### src/rtl/s2p_pkg.sv
// Shared definitions for the serial-to-parallel aligner: lock FSM state
// encodings and the default line symbols.
package s2p_pkg;

    // Lock FSM states: hunting for a comma, confirming its phase, locked.
    typedef enum logic [1:0] {
        S2P_SEARCH = 2'd0,
        S2P_ALIGN  = 2'd1,
        S2P_ACTIVE = 2'd2
    } s2p_state_e;

    // Default alignment symbol (K28.5-style comma) and idle filler symbol.
    localparam logic [7:0] S2P_DEFAULT_COMMA = 8'hBC;
    localparam logic [7:0] S2P_DEFAULT_IDLE  = 8'h7C;

endpackage

### src/rtl/s2p_shift_align.sv
// Serial shift register with word-phase counter. Exposes the current window,
// a boundary strobe (window is an aligned word) and a comma compare.
module s2p_shift_align
    import s2p_pkg::*;
#(
    parameter int WIDTH = 8,
    parameter logic [WIDTH-1:0] COMMA = WIDTH'(S2P_DEFAULT_COMMA)
) (
    input  logic             clk_32f,
    input  logic             reset,
    input  logic             data_in,
    input  logic             realign,
    output logic [WIDTH-1:0] sr,
    output logic             boundary,
    output logic             comma_hit
);

    localparam int CW = $clog2(WIDTH);

    logic [CW-1:0] bit_cnt;

    // Shift one bit in per clock, MSB first; a realign request makes the
    // current window the word boundary so the next one lands WIDTH clocks on.
    always_ff @(posedge clk_32f or posedge reset) begin
        if (reset) begin
            sr      <= '0;
            bit_cnt <= '0;
        end else begin
            sr <= {sr[WIDTH-2:0], data_in};
            if (realign) begin
                bit_cnt <= CW'(1);
            end else if (bit_cnt == CW'(WIDTH - 1)) begin
                bit_cnt <= '0;
            end else begin
                bit_cnt <= bit_cnt + CW'(1);
            end
        end
    end

    assign boundary  = (bit_cnt == '0);
    assign comma_hit = (sr == COMMA);

endmodule

### src/rtl/serial_paralelo_align.sv
// Serial-to-parallel converter with comma-based word alignment.
// Optional feature macro: S2P_RELOCK_EN -- when defined, repeated misaligned
// commas while locked drop lock and restart the comma hunt; when undefined,
// lock is left only through reset.
module serial_paralelo_align
    import s2p_pkg::*;
#(
    parameter int WIDTH = 8,
    parameter logic [WIDTH-1:0] COMMA = WIDTH'(S2P_DEFAULT_COMMA),
    parameter int LOCK_COUNT = 4,
    parameter int LOSS_COUNT = 2
) (
    input  logic             clk_32f,
    input  logic             reset,
    input  logic             data_in,
    output logic [WIDTH-1:0] data_out,
    output logic             valid_out,
    output logic             active
);

    localparam int CCW = $clog2(LOCK_COUNT + 1);

    s2p_state_e       state;
    logic [CCW-1:0]   comma_cnt;
    logic [WIDTH-1:0] sr;
    logic             boundary;
    logic             comma_hit;
    logic             realign;

    // While hunting, any comma (at any bit phase) defines the new word phase.
    assign realign = (state == S2P_SEARCH) && comma_hit;

    s2p_shift_align #(
        .WIDTH (WIDTH),
        .COMMA (COMMA)
    ) u_shift (
        .clk_32f   (clk_32f),
        .reset     (reset),
        .data_in   (data_in),
        .realign   (realign),
        .sr        (sr),
        .boundary  (boundary),
        .comma_hit (comma_hit)
    );

`ifdef S2P_RELOCK_EN
    localparam int LW = $clog2(LOSS_COUNT + 1);

    logic [LW-1:0] loss_cnt;
    logic          misaligned_seen;
    logic          loss_trip;

    // A flagged word that would complete the run of LOSS_COUNT drops lock.
    assign loss_trip = (state == S2P_ACTIVE) && boundary && misaligned_seen &&
                       (int'(loss_cnt) + 1 >= LOSS_COUNT);

    // Track commas seen off the word boundary and count consecutive flagged words.
    always_ff @(posedge clk_32f or posedge reset) begin
        if (reset) begin
            misaligned_seen <= 1'b0;
            loss_cnt        <= '0;
        end else if (state != S2P_ACTIVE) begin
            misaligned_seen <= 1'b0;
            loss_cnt        <= '0;
        end else if (boundary) begin
            misaligned_seen <= 1'b0;
            if (!misaligned_seen || loss_trip) begin
                loss_cnt <= '0;
            end else begin
                loss_cnt <= loss_cnt + LW'(1);
            end
        end else if (comma_hit) begin
            misaligned_seen <= 1'b1;
        end
    end
`endif

    // Lock FSM with registered outputs: hunt, confirm LOCK_COUNT aligned
    // commas, then publish one word per boundary while locked.
    always_ff @(posedge clk_32f or posedge reset) begin
        if (reset) begin
            state     <= S2P_SEARCH;
            comma_cnt <= '0;
            data_out  <= '0;
            valid_out <= 1'b0;
            active    <= 1'b0;
        end else begin
            case (state)
                S2P_SEARCH: begin
                    valid_out <= 1'b0;
                    if (comma_hit) begin
                        comma_cnt <= CCW'(1);
                        if (LOCK_COUNT == 1) begin
                            state  <= S2P_ACTIVE;
                            active <= 1'b1;
                        end else begin
                            state <= S2P_ALIGN;
                        end
                    end
                end
                S2P_ALIGN: begin
                    valid_out <= 1'b0;
                    if (boundary) begin
                        if (comma_hit) begin
                            comma_cnt <= comma_cnt + CCW'(1);
                            if (int'(comma_cnt) + 1 >= LOCK_COUNT) begin
                                state  <= S2P_ACTIVE;
                                active <= 1'b1;
                            end
                        end else begin
                            comma_cnt <= '0;
                            state     <= S2P_SEARCH;
                        end
                    end
                end
                S2P_ACTIVE: begin
                    if (boundary) begin
`ifdef S2P_RELOCK_EN
                        if (loss_trip) begin
                            state     <= S2P_SEARCH;
                            comma_cnt <= '0;
                            valid_out <= 1'b0;
                            active    <= 1'b0;
                        end else begin
                            data_out  <= sr;
                            valid_out <= !comma_hit;
                        end
`else
                        data_out  <= sr;
                        valid_out <= !comma_hit;
`endif
                    end
                end
                default: begin
                    state     <= S2P_SEARCH;
                    comma_cnt <= '0;
                    valid_out <= 1'b0;
                    active    <= 1'b0;
                end
            endcase
        end
    end

endmodule

### config.mk
export PLATFORM = sky130hd
export DESIGN_NAME = serial_paralelo_align
export DESIGN_NICKNAME = d
export VERILOG_FILES = /design/src/rtl/s2p_pkg.sv /design/src/rtl/s2p_shift_align.sv /design/src/rtl/serial_paralelo_align.sv
export SDC_FILE = /design/constraint.sdc
export NUM_CORES = 1
export LEC_CHECK = 0
export BUFFER_PORTS_ARGS = -buffer_cell sky130_fd_sc_hd__buf_4
export CAP_MARGIN = 30
export CORE_MARGIN = 4
export CORE_UTILIZATION = 63
export CTS_BUF_LIST = sky130_fd_sc_hd__clkbuf_2 sky130_fd_sc_hd__clkbuf_4 sky130_fd_sc_hd__clkbuf_8
export DETAILED_ROUTE_END_ITERATION = 16
export PLACE_DENSITY = 0.9
export REMOVE_ABC_BUFFERS = 1
export SETUP_SLACK_MARGIN = 0.5
export SLEW_MARGIN = 5
export SYNTH_ARGS = -nofsm -noshare
export SYNTH_HDL_FRONTEND = slang
export SYNTH_HIERARCHICAL = 1
export SYNTH_SLANG_ARGS = --single-unit
export TNS_END_PERCENT = 50
### constraint.sdc
create_clock -name clk_32f -period 3.7 [get_ports clk_32f]
set_input_delay 0.185 -clock clk_32f [delete_from_list [all_inputs] [get_ports clk_32f]]
set_output_delay 0.185 -clock clk_32f [all_outputs]
set_load 0.05 [all_outputs]
Word-level counts from Yosys, hierarchy flattened

Index checks and enable logic that the tools add are counted.
Widths: inputs -> output; s select.

$add $sub $neg: 3
$lt $le $gt $ge: 1
Equality and inequality tests: 10
Muxes and demuxes: 17
Bitwise logic cells: 2
Reductions and logical operators: 9

Operators by type and width:

| cell                | count |
|---|---|
| $mux 3              | 5 |
| $ne 2x2->1 const B  | 5 |
| $pmux 3 s3          | 1 |
| $eq 8x8->1 const B  | 1 |
| $mux 2              | 4 |
| $reduce_and 4->1    | 2 |
| $add 3x1->3 const B | 2 |
| $pmux 2 s3          | 1 |
| $mux 1              | 5 |
| $add 3x1->4 const B | 1 |
| $ge 4x3->1 const B  | 1 |
| $eq 3x3->1 const B  | 1 |
| $logic_not 3->1     | 1 |
| $ne 3x3->1 const B  | 1 |
| $reduce_and 3->1    | 1 |
| $eq 2x1->1 const B  | 1 |
| $eq 2x2->1 const B  | 1 |
| $logic_not 2->1     | 1 |
| $not 1->1           | 2 |
| $pmux 1 s2          | 1 |
| $reduce_and 2->1    | 1 |
| $reduce_or 2->1     | 1 |
| $logic_and 1x1->1   | 1 |
| $logic_not 1->1     | 1 |

Bits in registers: 26
Bits of input ports: 3
Output and inout bits: 10

Longest topological paths before layout

Depth after elaboration: 6
Gate-level depth with buffers: 7
Gate-level depth less buffers: 6

Modules after synthesis

Netlist, hierarchy kept.

By module, submodules not included:

| module                | instances | cells each | area each (um^2) |
|---|---|---|---|
| serial_paralelo_align | 1         | 58         | 695.7 |
| s2p_shift_align       | 1         | 24         | 375.4 |

Worst setup path before layout

Ideal clock, no wire load.

Path kind: register to register
Start point: register u_shift.bit_cnt[0]
End point: register data_out[0]
Library setup time: 125 ps
Arrival: 1546 ps
Setup slack: 2029 ps
Stages on the path, launching flop included: 8
Path buffers: 1
Cells stage by stage: dfrtp_1 inv_1 ha_1 nor2b_1 inv_2 or2_1 buf_6 mux2_4

Word-level cells in the longest chain between the ends: 2

RTL lines:

| item                       | RTL line                     | source |
|---|---|---|
| start: declaration         | s2p_shift_align.sv:20        | `logic [CW-1:0] bit_cnt;` |
| start signal: assignment   | s2p_shift_align.sv:35        | `bit_cnt <= bit_cnt + CW'(1);` |
| $logic_not 3->1            | s2p_shift_align.sv:40        | `assign boundary = (bit_cnt == '0);` |
| via boundary               | serial_paralelo_align.sv:26  | `logic boundary;` |
| $reduce_and 2->1 (no line) | -                            |  |
| end signal: assignment     | serial_paralelo_align.sv:129 | `data_out <= sr;` |
| end: declaration           | serial_paralelo_align.sv:16  | `output logic [WIDTH-1:0] data_out,` |

The timed path passes the listed nets, and every way through them passes these cells.
A chain may end at the register's enable or synchronous reset.

Worst setup path in the final report

Start point: register u_shift.bit_cnt[0]
End point: register data_out[4]

The elaborated chain is that of the path after synthesis.

==> impl_metrics.yaml <==
timing:
  hold_viol: 0
  finalCritPeriodShare_pct: 53.1
  setup_violations: 0
  maxSlewViolCount: 0
  clock.fmax_mhz: 509
  fin_skew_ns: 0.00959
  tns_ns: 0
  min_period_ns: 1.97
  max-slew-margin-rel_pct: 61.9
  rsz0062_at_grt: "false"
  tightest_slew_ns: 0.571
synth:
  syn_inst: 82
  netlist_area_mm2: 0.00107
  ys_types: 24
  syn-mean-instance-area_um2: 13.1
  synth-edff-count: 0
  synth_top_area_share_pct: 60.7
  yosysWarningCount: 6
  ys_top_cells_by_area: "dfrtp_1 (61%), mux2_4 (11%), ha_1 (4.7%)"
  synth_flop_cell: "dfrtp_1"
  synthArstFlopShare_pct: 100
  synth_top_area_cell: "dfrtp_1"
  seq_area_frac_synth_pct: 60.7
  ys_ff_latch: 26
min_path:
  min_path_type: "input port to async pin"
place:
  io_buffers: 12
  gp_congestion: 0.803
  dpl.cell_count: 108
  place_hpwl_um: 1320
clock_tree:
  cts_setup_buffers: 0
  ctsHoldBuffers: 2
  clk-insertion-delay-late_ns: 0.32
  htree_num_levels: 1
  cts_tree: "built"
  numCtsBuffers: 3
  cts_sinks: 26
  clkSlewWorstSetupHoldPaths_ns: 0.14
  cts.root.buffer_cell: "clkbuf_4"
  cts_resized: 0
  cts_buffer_depth: 2
global_routing:
  busiest_layer: "met2"
  grt_use_met1_pct: 25.1
  grt_max_degree: 16
  met3_usage_pct: 3.06
  grt-ovfl-total: 0
  grt_pass1_wl_um: 3310
  grtUsageMet2_pct: 29.0
  grt_pass1_vias: 700
  track_usage_pct: 18.8
  grt_antenna_before_repair: 0
pwr:
  power.leakage_nw: 0.625
  intPower_uw: 399
  total_power_uw: 532
  power_frac_clock_pct: 26.4
  pwr-share-seq_pct: 61.2
  ir_drop_v: 0.000321
  power.density_mw_per_mm2: 435
  p_sw_uw: 133
  p_sw_share_pct: 25.0
  p_comb_share_pct: 12.4
routing:
  final_antenna_net_count: 0
  drtIter0Drc: 30
  via_per_inst: 5.96
  drc: 0
  dr.pass1.iters: 4
  vias: 679
  routedWlPerCell_um: 16.6
  wirelength_um: 1900
critical_path:
  rrSetupSlack_ns: 1.73
  cp_max_fo: 8
  arrival_ns: 2.18
  path_class: "flip-flop to flip-flop"
  r2r-end: "data_out[4]"
  endpoint_kind: "flip-flop"
  reg2reg_depth: 6
  required_ns: 3.91
  start_kind: "flip-flop"
  worstReg2RegStart: "u_shift/bit_cnt[0]"
die:
  coreArea_mm2: 0.00156
  io_pins: 13
  die-width_um: 49.2
  rows: 14
  die_y_um: 49.2
  dieArea_mm2: 0.00242
  initial_utilization_pct: 68.7
finish:
  syn2layout_area_growth_pct: 14.1
  antennaDiodeCount: 0
  layout-drive-gt1-share_pct: 27.6
  layout_common_cells: "dfrtp_1 (26), buf_4 (12), mux2_4 (8), o21ai_0 (5), nor2b_1 (5)"
  layout_commonest_cell: "dfrtp_1"
  instances_no_fill: 114
  fin_nets: 106
run:
  maxCapViolations: 0
status:
  status: "completed"
-- flip-flops by register name, indices dropped and copies added (netlist names) --
signal and count:
active 1, comma_cnt 3, data_out 8, state 2, u_shift/bit_cnt 3, u_shift/sr 8
valid_out 1
-- cells by family after synthesis --
kind of cell	share of synthesized area (%)
flops	60.7
buf+inv	3.15
simple gates	12.6
compound gates	6.66
mux	12.2
fa+ha+maj	4.67
-- how the worst max path moves through the flow --
stage	startpoint	endpoint	slack, ns
2_1_floorplan	u_shift/bit_cnt[0]	data_out[0]	1.97
3_3_place_gp	u_shift/bit_cnt[0]	data_out[2]	1.88
3_5_place_dp	u_shift/bit_cnt[0]	data_out[1]	1.79
4_1_cts	u_shift/bit_cnt[0]	data_out[4]	1.74
5_1_grt	u_shift/bit_cnt[0]	data_out[4]	1.63
6_report	u_shift/bit_cnt[0]	data_out[4]	1.73
-- power by group through the flow --
stage                     Sequential (mW)  Combinational [mW]  Clock, mW
after CTS                           0.325              0.0694      0.144
final                               0.326              0.0660      0.140
after global routing                0.329              0.0793      0.159
after global placement              0.328              0.0588          0
after floorplan                     0.324              0.0480          0
after detailed placement            0.331              0.0657          0
-- layer usage --
| metal | part of all wire [%] | wire (um) |
|---|---|---|
| met5 | 0 | 0 |
| met4 | 2.2 | 41 |
| met3 | 4.5 | 86 |
| met2 | 48 | 916 |
| met1 | 45 | 852 |
-- cell usage after synthesis, drive strengths merged (2+ instances only) --
master  count
nand2b      3
o21ai       5
mux2        8
inv         5
nor2        4
nor2b       5
nand2       4
dfrtp      26
o22ai       2
a21oi       4
ha          4
-- worst max-delay path, cell delays in order (launching register included) --
cell,delay (ns)
dfrtp_1,0.43
inv_1,0.07
ha_1,0.14
nor2b_1,0.35
inv_2,0.08
or2_1,0.42
mux2_4,0.37
-- layout make-up --
| cell class | instances | area (um^2) |
|---|---|---|
| fillers | 95 | 337 |
| inverters | 5 | 18.8 |
| multi-input cells | 49 | 387 |
| well taps | 16 | 20.0 |
| repair buffers | 14 | 110 |
| clock buffers | 4 | 36.3 |
| flip-flops and latches | 26 | 651 |
-- metrics by stage --
stage / hold WS [ns] / instance area (um^2) / utilization, % / setup WS (ns)
floorplan: 0.0374 / 1060 / - / 1.97
global placement: 0.190 / 1170 / 74.8 / 1.88
detailed placement: 0.198 / 1170 / 74.8 / 1.79
CTS: 0.400 / 1220 / 78.4 / 1.74
global route: 0.424 / 1220 / 78.4 / 1.63
finish: 0.396 / 1220 / 78.4 / 1.73
(Power assumes the default switching activity.)
